--- src/rtl/alu_pkg.sv ---
// Shared ALU definitions: control codes, RV32I decode constants and the issue payload.
// The ALU_* codes are also consumed by the ALU itself.
package alu_pkg;

  localparam int unsigned XLEN_W = 32;

  localparam logic [3:0] ALU_ADD  = 4'b0000;
  localparam logic [3:0] ALU_SUB  = 4'b0001;
  localparam logic [3:0] ALU_AND  = 4'b0010;
  localparam logic [3:0] ALU_OR   = 4'b0011;
  localparam logic [3:0] ALU_XOR  = 4'b0100;
  localparam logic [3:0] ALU_SLL  = 4'b0101;
  localparam logic [3:0] ALU_SRL  = 4'b0110;
  localparam logic [3:0] ALU_SRA  = 4'b0111;
  localparam logic [3:0] ALU_SLT  = 4'b1000;
  localparam logic [3:0] ALU_SLTU = 4'b1001;

  localparam logic [6:0] OPC_OP     = 7'b0110011;
  localparam logic [6:0] OPC_OP_IMM = 7'b0010011;
  localparam logic [6:0] OPC_LUI    = 7'b0110111;
  localparam logic [6:0] OPC_AUIPC  = 7'b0010111;

  localparam logic [2:0] F3_ADD  = 3'b000;
  localparam logic [2:0] F3_SLL  = 3'b001;
  localparam logic [2:0] F3_SLT  = 3'b010;
  localparam logic [2:0] F3_SLTU = 3'b011;
  localparam logic [2:0] F3_XOR  = 3'b100;
  localparam logic [2:0] F3_SR   = 3'b101;
  localparam logic [2:0] F3_OR   = 3'b110;
  localparam logic [2:0] F3_AND  = 3'b111;

  localparam logic [6:0] F7_BASE = 7'b0000000;
  localparam logic [6:0] F7_ALT  = 7'b0100000;

  typedef struct packed {
    logic [XLEN_W-1:0] op1;
    logic [XLEN_W-1:0] op2;
    logic [3:0]        alu_ctrl;
    logic [4:0]        rd;
    logic              rd_we;
    logic              illegal;
  } alu_issue_t;

  localparam int unsigned ALU_ISSUE_W = $bits(alu_issue_t);

  // funct3 to ALU code for the base (funct7 = 0) encodings
  function automatic logic [3:0] f3_to_ctrl(input logic [2:0] f3);
    logic [3:0] ctrl;
    case (f3)
      F3_ADD:  ctrl = ALU_ADD;
      F3_SLL:  ctrl = ALU_SLL;
      F3_SLT:  ctrl = ALU_SLT;
      F3_SLTU: ctrl = ALU_SLTU;
      F3_XOR:  ctrl = ALU_XOR;
      F3_SR:   ctrl = ALU_SRL;
      F3_OR:   ctrl = ALU_OR;
      F3_AND:  ctrl = ALU_AND;
      default: ctrl = ALU_ADD;
    endcase
    return ctrl;
  endfunction

endpackage

--- src/rtl/alu_issue_stage_skid.sv ---
// Generic WIDTH-bit valid/ready register stage; 2-entry skid so upstream ready is a flop,
// or a single register with combinational ready when SKID_EN is 0.
module skid_buffer #(
  parameter int unsigned WIDTH   = 8,
  parameter bit          SKID_EN = 1'b1
) (
  input  logic             i_clk,
  input  logic             i_rst,
  input  logic             i_flush,
  input  logic             i_valid,
  output logic             o_ready,
  input  logic [WIDTH-1:0] i_data,
  output logic             o_valid,
  input  logic             i_ready,
  output logic [WIDTH-1:0] o_data
);

  typedef enum logic [1:0] {S_EMPTY, S_ONE, S_FULL} skid_state_e;

  skid_state_e      r_state;
  logic             r_valid;
  logic             r_ready;
  logic [WIDTH-1:0] r_data;
  logic [WIDTH-1:0] r_skid;
  logic             w_accept;
  logic             w_emit;

  generate
    if (SKID_EN) begin : g_skid
      assign o_ready = r_ready;
    end else begin : g_single
      assign o_ready = !r_valid || i_ready;
    end
  endgenerate

  assign w_accept = i_valid && o_ready;
  assign w_emit   = r_valid && i_ready;
  assign o_valid  = r_valid;
  assign o_data   = r_data;

  // Flush overrides any accept in the same cycle
  always_ff @(posedge i_clk or posedge i_rst) begin
    if (i_rst) begin
      r_state <= S_EMPTY;
      r_valid <= 1'b0;
      r_ready <= 1'b1;
      r_data  <= '0;
      r_skid  <= '0;
    end else if (i_flush) begin
      r_state <= S_EMPTY;
      r_valid <= 1'b0;
      r_ready <= 1'b1;
    end else begin
      case (r_state)
        S_EMPTY: begin
          if (w_accept) begin
            r_data  <= i_data;
            r_valid <= 1'b1;
            r_state <= S_ONE;
          end
        end
        S_ONE: begin
          if (w_accept && w_emit) begin
            r_data <= i_data;
          end else if (w_accept) begin
            r_skid  <= i_data;
            r_ready <= 1'b0;
            r_state <= S_FULL;
          end else if (w_emit) begin
            r_valid <= 1'b0;
            r_state <= S_EMPTY;
          end
        end
        S_FULL: begin
          if (w_emit) begin
            r_data  <= r_skid;
            r_ready <= 1'b1;
            r_state <= S_ONE;
          end
        end
        default: begin
          r_state <= S_EMPTY;
          r_valid <= 1'b0;
          r_ready <= 1'b1;
        end
      endcase
    end
  end

endmodule

--- src/rtl/alu_issue_stage.sv ---
// Decode-to-execute stage: decodes RV32I ALU instructions into operands and an ALU code,
// then registers the payload behind a valid/ready skid buffer.
module alu_issue_stage
  import alu_pkg::*;
#(
  parameter int unsigned XLEN    = 32,
  parameter bit          SKID_EN = 1'b1
) (
  input  logic            i_clk,
  input  logic            i_rst,
  input  logic            i_flush,
  input  logic            i_inst_valid,
  output logic            o_inst_ready,
  input  logic [31:0]     i_inst,
  input  logic [XLEN-1:0] i_pc,
  input  logic [XLEN-1:0] i_rs1_rdata,
  input  logic [XLEN-1:0] i_rs2_rdata,
  output logic            o_valid,
  input  logic            i_ready,
  output logic [XLEN-1:0] o_op1,
  output logic [XLEN-1:0] o_op2,
  output logic [3:0]      o_alu_ctrl,
  output logic [4:0]      o_rd,
  output logic            o_rd_we,
  output logic            o_illegal
);

  logic [6:0]  w_opcode;
  logic [2:0]  w_f3;
  logic [6:0]  w_f7;
  logic [4:0]  w_rd;
  logic [31:0] w_imm_i;
  logic [31:0] w_imm_u;
  logic [31:0] w_shamt;
  logic        w_unused_rs1;
  logic        w_legal;
  alu_issue_t  w_dec;
  alu_issue_t  w_out;

  assign w_opcode     = i_inst[6:0];
  assign w_rd         = i_inst[11:7];
  assign w_f3         = i_inst[14:12];
  assign w_f7         = i_inst[31:25];
  assign w_imm_i      = 32'($signed(i_inst[31:20]));
  assign w_imm_u      = {i_inst[31:12], 12'h000};
  assign w_shamt      = 32'(i_inst[24:20]);
  assign w_unused_rs1 = ^i_inst[19:15];

  // Illegal encodings collapse to a zero-operand ADD with writeback disabled
  always_comb begin
    w_dec    = '0;
    w_legal  = 1'b0;
    w_dec.rd = w_rd;
    case (w_opcode)
      OPC_OP: begin
        w_dec.op1 = i_rs1_rdata;
        w_dec.op2 = i_rs2_rdata;
        if (w_f7 == F7_BASE) begin
          w_legal        = 1'b1;
          w_dec.alu_ctrl = f3_to_ctrl(w_f3);
        end else if (w_f7 == F7_ALT && w_f3 == F3_ADD) begin
          w_legal        = 1'b1;
          w_dec.alu_ctrl = ALU_SUB;
        end else if (w_f7 == F7_ALT && w_f3 == F3_SR) begin
          w_legal        = 1'b1;
          w_dec.alu_ctrl = ALU_SRA;
        end
      end
      OPC_OP_IMM: begin
        w_dec.op1      = i_rs1_rdata;
        w_dec.op2      = w_imm_i;
        w_dec.alu_ctrl = f3_to_ctrl(w_f3);
        w_legal        = 1'b1;
        if (w_f3 == F3_SLL) begin
          w_dec.op2 = w_shamt;
          w_legal   = (w_f7 == F7_BASE);
        end else if (w_f3 == F3_SR) begin
          w_dec.op2 = w_shamt;
          if (w_f7 == F7_ALT) begin
            w_dec.alu_ctrl = ALU_SRA;
          end else if (w_f7 != F7_BASE) begin
            w_legal = 1'b0;
          end
        end
      end
      OPC_LUI: begin
        w_legal   = 1'b1;
        w_dec.op2 = w_imm_u;
      end
      OPC_AUIPC: begin
        w_legal   = 1'b1;
        w_dec.op1 = i_pc;
        w_dec.op2 = w_imm_u;
      end
      default: w_legal = 1'b0;
    endcase
    if (!w_legal) begin
      w_dec.op1      = '0;
      w_dec.op2      = '0;
      w_dec.alu_ctrl = ALU_ADD;
    end
    w_dec.illegal = !w_legal;
    w_dec.rd_we   = w_legal && (w_rd != 5'd0);
  end

  skid_buffer #(
    .WIDTH   (ALU_ISSUE_W),
    .SKID_EN (SKID_EN)
  ) u_skid (
    .i_clk   (i_clk),
    .i_rst   (i_rst),
    .i_flush (i_flush),
    .i_valid (i_inst_valid),
    .o_ready (o_inst_ready),
    .i_data  (w_dec),
    .o_valid (o_valid),
    .i_ready (i_ready),
    .o_data  (w_out)
  );

  assign o_op1      = w_out.op1;
  assign o_op2      = w_out.op2;
  assign o_alu_ctrl = w_out.alu_ctrl;
  assign o_rd       = w_out.rd;
  assign o_rd_we    = w_out.rd_we;
  assign o_illegal  = w_out.illegal;

endmodule

--- config.mk ---
export PLATFORM = sky130hd
export DESIGN_NAME = alu_issue_stage
export DESIGN_NICKNAME = d
export VERILOG_FILES = /design/src/rtl/alu_pkg.sv /design/src/rtl/alu_issue_stage_skid.sv /design/src/rtl/alu_issue_stage.sv
export SDC_FILE = /design/constraint.sdc
export NUM_CORES = 1
export LEC_CHECK = 0
export BUFFER_PORTS_ARGS = -buffer_cell sky130_fd_sc_hd__buf_2
export CELL_PAD_IN_SITES_DETAIL_PLACEMENT = 2
export CELL_PAD_IN_SITES_GLOBAL_PLACEMENT = 2
export CORE_MARGIN = 4
export CORE_UTILIZATION = 35
export DETAILED_ROUTE_END_ITERATION = 12
export PLACE_DENSITY_LB_ADDON = 0.1
export SYNTH_ARGS = -nofsm -noshare
export SYNTH_HDL_FRONTEND = slang
export SYNTH_HIERARCHICAL = 1
export SYNTH_SLANG_ARGS = --single-unit
--- constraint.sdc ---
create_clock -name i_clk -period 12.8 [get_ports i_clk]
set_clock_uncertainty 0.15 [all_clocks]
set_input_delay 0.64 -clock i_clk [delete_from_list [all_inputs] [get_ports i_clk]]
set_output_delay 0.64 -clock i_clk [all_outputs]
set_load 0.02 [all_outputs]
==> Word-level counts from Yosys, hierarchy flattened <==
Memory sizes are Yosys's and may differ from the RTL's.
Index checks and enable logic that the tools add are counted.
{ "word_totals": {"memories": 2, "in_bits": 133, "mem_bits_ro": 64, "register_bits": 154, "wordCells": 91, "latchBits": 0, "output_inout_bits": 77, "ram_bits": 0} }
{ "op_classes": {"div": 0, "eq_ne": 21, "n_bitwise": 2, "mux": 41, "reduce_logical": 20, "n_lt_le_gt_ge": 0, "add_sub_neg": 0, "shift": 0, "mul": 0} }
{ "mem_list": {"columns": ["name", "words", "width", "rd", "rd_clocked_by_memory_dff", "write_ports", "line", "rtl"], "rows": [
  ["(no name shown)", 8, 4, 1, 0, 0, "alu_pkg.sv:49", "case (f3)"],
  ["(no name shown)", 8, 4, 1, 0, 0, "alu_pkg.sv:49", null]
]} }
{ "op_table": {"columns": ["op", "n"], "rows": [
  ["75-bit 2-to-1 mux", 3],
  ["75-bit one-hot mux with 3 select lines", 1],
  ["32-bit one-hot mux with 3 select lines", 1],
  ["68-bit 2-to-1 mux", 1],
  ["32-bit one-hot mux with 2 select lines", 1],
  ["36-bit 2-to-1 mux", 1],
  ["32-bit 2-to-1 mux", 1],
  ["7-bit by 6-bit equality test with 1-bit output (second input constant)", 3],
  ["1-bit 2-to-1 mux", 16],
  ["7-bit by 5-bit equality test with 1-bit output (second input constant)", 2],
  ["2-bit 2-to-1 mux", 6],
  ["4-bit 2-to-1 mux", 3],
  ["3-bit by 2-bit != test with 1-bit output (second input constant)", 4],
  ["4-bit AND reduction", 3],
  ["5-bit AND reduction", 2],
  ["1-bit one-hot mux with 3 select lines", 3],
  ["4-bit one-hot mux with 2 select lines", 1],
  ["7-bit zero test", 1],
  ["7-bit nonzero test", 1],
  ["1-bit logical AND", 6],
  ["3-bit 2-to-1 mux", 2],
  ["2-bit by 1-bit != test with 1-bit output (second input constant)", 3],
  ["3-bit != test (second input constant)", 2],
  ["2-bit one-hot mux with 3 select lines", 1],
  ["other kinds (13)", 16]
]} }

==> Longest topological paths before layout <==
Gate-level depths: netlist of run 1.
{ "depth": {"depth_word": 9, "mapped_depth": 8, "depth_no_buf": 6} }

==> By module <==
Netlist of run 1, hierarchy kept.
{ "by_module_without_submodules": {"columns": ["module", "cells_each", "area_each_um2", "seq_area_each_um2", "n_inst"], "rows": [
  ["skid_buffer", 632, 7606.0, 3854.9, 1],
  ["alu_issue_stage", 191, 1343.8, 0.0, 1]
]} }

==> Worst setup path after synthesis of run 1 <==
OpenSTA, ideal clock, no wires.
{ "synth_path": {"path_type": "input -> register", "from": "in i_inst[13]", "to": "reg u_skid.r_data[13], in the netlist u_skid/o_data[13]", "arrival_ns": 2.059, "path_stages": 8, "setup_time_ns": 0.143, "required_time_ns": 12.507, "path_slack_ns": 10.447, "path_buffers": 2, "cell_sequence": "buf_2 nand2b_1 a31oi_2 a2bb2oi_2 buf_4 nor3_1 a211oi_1 a22oi_1"} }
{ "synth_lines": {"columns": ["element", "line", "rtl"], "rows": [
  ["from (decl)", "alu_issue_stage.sv:14", "input logic [31:0] i_inst,"],
  ["to (signal assigned)", "alu_issue_stage_skid.sv:57", "r_data <= i_data;"],
  ["to (signal assigned)", "alu_issue_stage_skid.sv:64", "r_data <= i_data;"],
  ["to (signal assigned)", "alu_issue_stage_skid.sv:76", "r_data <= r_skid;"],
  ["to (decl)", "alu_issue_stage_skid.sv:23", "logic [WIDTH-1:0] r_data;"]
]} }

==> Worst setup path in the final report of run 1 <==
{ "layout_path": {"from": "in i_flush", "to": "reg u_skid.r_skid[25]"} }
{ "layout_between": {"elab_chain_cells": 2} }
{ "layout_lines": {"columns": ["element", "line", "rtl"], "rows": [
  ["from (decl)", "alu_issue_stage.sv:11", "input logic i_flush,"],
  ["1-bit NOT (no source line)", null, null],
  ["4-bit AND reduction (no source line)", null, null],
  ["to (signal assigned)", "alu_issue_stage_skid.sv:66", "r_skid <= i_data;"],
  ["to (decl)", "alu_issue_stage_skid.sv:24", "logic [WIDTH-1:0] r_skid;"]
]} }
No other way between the ends.
A chain may end at the register's enable or synchronous reset.

==> impl_metrics.yaml, run 1 <==
status:
  outcome: "complete, no violations"
synthesis:
  synth.area.top_cells: "dfrtp_1, mux2_4, and3b_1"
  ys_seq_area_share_pct: 43.07
  yosys.cell_types.count: 55
  ys_seq_elements: 154
  ys.flop_type: "dfrtp_1"
  synth_top_cell_by_area: "dfrtp_1"
  ys_warn_count: 6
  syn_inst: 823
  synth_area_um2: 8950
  postSynth.asyncResetShare_pct: 100.0
  synth_edf_count: 0
  synth.top_cell.area_share_pct: 42.78
  synth_nets: 956
  yosys.cell_count.top_type: "dfrtp_1"
  yosys-top-cells-count: "dfrtp_1, a21oi_1, and3b_1, a211oi_1, a22oi_1"
  syn_area_per_cell_um2: 10.87
worst_setup_path:
  reg2reg_slack_ns: 9.64
  critPathArrivalTime_ns: 3.45
  r2r-start: "u_skid/r_state[0]$_DFFE_PP0P_"
  cp.required_ns: 12.95
  rr_worst_depth: 4
  worstSetupEndpointType: "register"
  r2r-end: "u_skid/r_skid[2]$_DFFE_PP0P_"
  cp_max_fo: 81
  path_class: "input pin to register"
  worstSetupStartpointType: "input pin"
routing:
  wl_per_cell_um: 24.92
  dr.first_iter.drc_count: 386
  wirelength_um: 32540
  via_count: 7689
  final_antenna_net_count: 0
  first_pass_iters: 4
  viasPerCell: 5.887
  remaining_drc_errors: 0
placement:
  io_buffer_count: 209
  gp_congestion: 0.7970
  hpwl_um: 20840
  dp.cells: 1273
finish:
  fin_nets: 1096
  antenna_cells: 0
  regArea_um2: 3857
  fin_cells: 1306
  area_growth_syn_to_layout_pct: 18.55
  multi_input_area_um2: 4601
  fillers: 2608
  drive_above_1_share_pct: 36.07
clock_network:
  post_cts_buffers: 0
  cts_resized: 0
  cts_root_buffer: "clkbuf_16"
  postCtsHoldBufs: 0
  cts.sinks: 154
  clk_pin_slew_ns: 0.07
  clockBufferDepth: 2
  insertion_delay_ns: 0.43
  cts_buffers: 17
  htreeDepth: 4
  cts_tree: "yes"
sta:
  setup_violations: 0
  tns_ns: 0
  final_hold_viol_count: 0
  slew_viol_final: 0
  rsz0062_at_grt: "false"
  worstMarginPinSlew_ns: 1.174
  relSlewSlack_pct: 21.75
  finalCritPeriodShare_pct: 25.75
  finalCriticalPeriod_ns: 3.296
  fmax_mhz: 303.4
global_routing:
  gr-total-overflow: 0
  grt_pass1_vias: 8637
  grt_max_degree: 84
  grt_first_pass_wirelength_um: 51270
  grt_antenna_before_repair: 1
  grtUsageTotal_pct: 22.68
floorplanning:
  fp.dieW_um: 167.9
  die_area_um2: 28190
  start_util_pct: 35.54
  placementRows: 58
  core_area_um2: 25180
  io_pins: 210
  die_y_um: 167.9
power_and_ir_drop:
  ir_drop_uv: 91.55
  leakagePower_nw: 5.171
  power.density_nw_per_um2: 179.3
worst_hold_path:
  hold_class: "input pin to asynchronous set/reset pin"
job:
  cap_violations: 0
state kept, by name, indices dropped and copies added, names as in the netlist:
signal	count
u_skid/o_data	75
u_skid/r_state	2
u_skid/o_valid	1
u_skid/o_ready	1
u_skid/r_skid	75
stage by stage:
| step | utilization, % | hold WS, ns | total power [mW] | setup WS [ns] | cell area [um2] |
|---|---|---|---|---|---|
| 5_1_grt | 42.13 | 0.2057 | 2.020 | 9.392 | 10610 |
| 3_5_place_dp | 39.86 | 0.3379 | 1.429 | 9.061 | 10040 |
| 2_1_floorplan | - | 0.3211 | 1.156 | 7.862 | 8950 |
| 3_3_place_gp | 39.86 | 0.3297 | 1.398 | 9.156 | 10040 |
| 4_1_cts | 42.09 | 0.2003 | 1.927 | 9.509 | 10600 |
| 6_report | 42.13 | 0.1537 | 1.903 | 9.504 | 10610 |
worst max-delay path, cell delays in order:
cell     delay, ns
buf_2         0.08
buf_4         0.75
a21oi_1       0.20
nand3_4       0.49
buf_4         0.78
mux2_2        0.42
placed cells by master (no fill, tap or decap), drive strengths merged, types with 4 or more instances in the layout:
| master | count |
|---|---|
| buf | 223 |
| dfrtp | 153 |
| a21oi | 103 |
| and3b | 78 |
| a211oi | 76 |
| a22oi | 76 |
| mux2 | 76 |
| a32o | 32 |
| nand2 | 25 |
| clkbuf | 20 |
| a22o | 19 |
| nor3 | 15 |
| inv | 12 |
| o21ai | 9 |
| and3 | 6 |
| mux2i | 6 |
| nor2 | 4 |
where the power goes:
part / internal [mW] / switching [mW] / leakage (nW)
registers: 0.624 / 0.0970 / 1.96
clock network: 0.264 / 0.226 / 0.267
logic: 0.251 / 0.441 / 2.94
total: 1.14 / 0.763 / 5.17
how the worst max path moves through the flow:
stage | start | to | slack, ns
floorplan | i_rst | u_skid/o_data[0]$_DFFE_PP0P_ | 7.86
global placement | i_flush | u_skid/r_skid[15]$_DFFE_PP0P_ | 9.16
detailed placement | i_flush | u_skid/r_skid[22]$_DFFE_PP0P_ | 9.06
CTS | i_flush | u_skid/r_skid[25]$_DFFE_PP0P_ | 9.51
global route | i_flush | u_skid/r_skid[25]$_DFFE_PP0P_ | 9.39
finish | i_flush | u_skid/r_skid[25]$_DFFE_PP0P_ | 9.50
routing by layer:
layer / track usage [%] / vias up / wire (um)
li1: - / 3470 / -
met1: 29.99 / 3997 / 14630
met2: 39.38 / 201 / 16210
met3: 3.851 / 19 / 1408
met4: 4.481 / 2 / 278
met5: 0 / - / 13
cell families after synthesis:
logic type	synth area share, %
XOR/XNOR	0.09788
buffers and inverters	5.900
flip-flops	43.07
AO/OA/AOI/OAI	26.42
AND/OR/NAND/NOR	12.18
multiplexers	12.33
cell type report:
cell class,instances,share of cell area [%]
Clock buffer,20,4.304
Clock inverter,12,0.9788
Inverter,5,0.2241
Multi-Input combinational cell,562,43.36
Sequential cell,154,36.36
Tap cell,330,3.892
Timing Repair Buffer,223,10.88
Power figures use the tool's default switching activity.
==> run 2, diff against run 1 <==
- clock period: 12.8 -> 3.2 ns (I/O delays scaled with it)
==> run 2 against run 1 <==
Via count grew 2.7%. First-iteration DRC count fell by 20%. Worst setup slack lost 8.9 ns. Critical path depth decreased by 2. Sequential power increased to 4.0 times the previous value. Clock power rose to 4.1 times the previous value. Critical path type is now register to register. Largest power group unchanged.
==> impl_metrics.yaml, run 2 (same netlist as run 1, synthesis figures left out) <==
status:
  outcome: "complete, no violations"
worst_setup_path:
  r2r-start: "u_skid/r_state[1]$_DFFE_PP0P_"
  cp.required_ns: 3.38
  path_cells: "and3b_4, buf_4, a21oi_1, a22oi_1"
  worstSetupEndpointType: "register"
  rr_worst_depth: 4
  worstSetupStartpointType: "register"
  reg2reg_slack_ns: 0.56
  cp_max_fo: 76
  crit_slowest_cell: "buf_4"
  r2r-end: "u_skid/o_data[40]$_DFFE_PP0P_"
  slowest_delay_ns: 0.77
  critPathArrivalTime_ns: 2.82
  path_class: "register to register"
floorplanning:
  io_pins: 210
  placementRows: 58
  die_y_um: 167.9
  core_area_um2: 25180
  fp.dieW_um: 167.9
  start_util_pct: 35.54
  die_area_um2: 28190
power_and_ir_drop:
  ir_drop_uv: 270.8
  leakagePower_nw: 5.367
  power.density_nw_per_um2: 703.5
  power_mw: 7.795
clock_network:
  insertion_delay_ns: 0.43
  clk_pin_slew_ns: 0.06
  cts_tree: "yes"
  htreeDepth: 4
  cts.sinks: 154
  cts_buffers: 17
  clockBufferDepth: 2
  cts_root_buffer: "clkbuf_16"
  cts_resized: 0
global_routing:
  gr-total-overflow: 0
  grt_pass1_vias: 9152
  grt_first_pass_wirelength_um: 53500
  grtUsageTotal_pct: 23.75
  grt_max_degree: 155
  grt_antenna_before_repair: 4
routing:
  remaining_drc_errors: 0
  viasPerCell: 5.856
  final_antenna_net_count: 0
  first_pass_iters: 4
  wl_per_cell_um: 25.28
  dr.first_iter.drc_count: 310
  via_count: 7900
  wirelength_um: 34100
placement:
  dp.cells: 1281
  hpwl_um: 21580
  gp_congestion: 0.8104
  io_buffer_count: 209
  pre_cts_ws_ns: 0.2983
worst_hold_path:
  hold_class: "input pin to register"
  holdCritStartpoint: "i_rs1_rdata[7]"
  holdPathStages: 3
  min_to: "u_skid/r_skid[50]$_DFFE_PP0P_"
finish:
  drive_above_1_share_pct: 35.10
  area_growth_syn_to_layout_pct: 23.81
  fillers: 2602
  final_common_cell: "buf_2"
  finish.utilization_pct: 44.00
  fin_nets: 1138
  fin_cells: 1349
  layout_common_cells: "buf_2, dfrtp_1, a21oi_1"
sta:
  fmax_mhz: 378.3
  worstMarginPinSlew_ns: 1.236
  relSlewSlack_pct: 17.62
  rsz0062_at_grt: "false"
  final_hold_viol_count: 0
  finalCritPeriodShare_pct: 82.60
  fin_ws_ns: 0.5568
  finalCriticalPeriod_ns: 2.643
  setup_violations: 0
  tns_ns: 0
  slew_viol_final: 0
job:
  cap_violations: 0
[run 2: cell types whose count changed in the layout (fill, tap and decap cells not counted), sizes merged]
cell / change
dlygate4sd3: +35
buf: +7
inv: -4
bufinv: +2
clkinvlp: +2
diode: +2
clkbuf: -1
[run 2: routing by layer]
layer / share of wire (%) / track usage [%] / vias to the layer above
li1: - / - / 3551
met1: 44 / 30.58 / 4082
met2: 50 / 41.51 / 226
met3: 4.5 / 4.039 / 37
met4: 1.6 / 6.034 / 4
met5: 0.062 / 0 / -
[run 2: worst max-delay path, delay by kind of cell (launching register included)]
kind / cells / cell delay, ns
flops: 1 / 0.69
buf+inv: 1 / 0.77
compound gates: 2 / 0.44
simple gates: 1 / 0.46
[run 2: per-stage QoR]
| stage | instance area [um2] | hold slack, ns |
|---|---|---|
| after floorplan | 8954 | 0.1585 |
| after global placement | 10150 | 0.2883 |
| after detailed placement | 10150 | 0.2865 |
| after CTS | 11080 | 0.0009441 |
| after global routing | 11080 | 0.01026 |
| final | 11080 | 0.01748 |
[run 2: worst max-delay path by stage]
| stage | start | endpoint | slack, ns | cells past startpoint |
|---|---|---|---|---|
| floorplan | i_rst | u_skid/o_data[0]$_DFFE_PP0P_ | 0.95 | 1 |
| global placement | i_inst[25] | u_skid/o_data[36]$_DFFE_PP0P_ | 0.53 | 8 |
| detailed placement | i_inst[25] | u_skid/o_data[35]$_DFFE_PP0P_ | 0.30 | 8 |
| CTS | u_skid/r_state[1]$_DFFE_PP0P_ | u_skid/o_data[40]$_DFFE_PP0P_ | 0.59 | 4 |
| global route | u_skid/r_state[1]$_DFFE_PP0P_ | u_skid/o_data[39]$_DFFE_PP0P_ | 0.44 | 4 |
| finish | u_skid/r_state[1]$_DFFE_PP0P_ | u_skid/o_data[40]$_DFFE_PP0P_ | 0.56 | 4 |
[run 2: repair_timing]
action,4_1_cts,5_1_grt
hold buffers,35,0
setup buffers,0,0
endpoints found under the hold margin,190,0
[run 2: layout make-up]
| cell class | count | area, um2 | area share (%) |
|---|---|---|---|
| Sequential cell | 154 | 3857 | 34.81 |
| Clock inverter | 12 | 142.6 | 1.287 |
| Inverter | 5 | 22.52 | 0.2033 |
| Tap cell | 330 | 412.9 | 3.726 |
| Antenna cell | 2 | 5.005 | 0.04517 |
| Timing Repair Buffer | 265 | 1604 | 14.48 |
| Multi-Input combinational cell | 562 | 4603 | 41.54 |
| Clock buffer | 19 | 432.9 | 3.907 |
[run 2: power breakdown]
part	total (mW)	internal, mW	switching, mW
combinational	2.85	1.05	1.80
sequential	2.91	2.50	0.417
clock	2.03	1.16	0.877
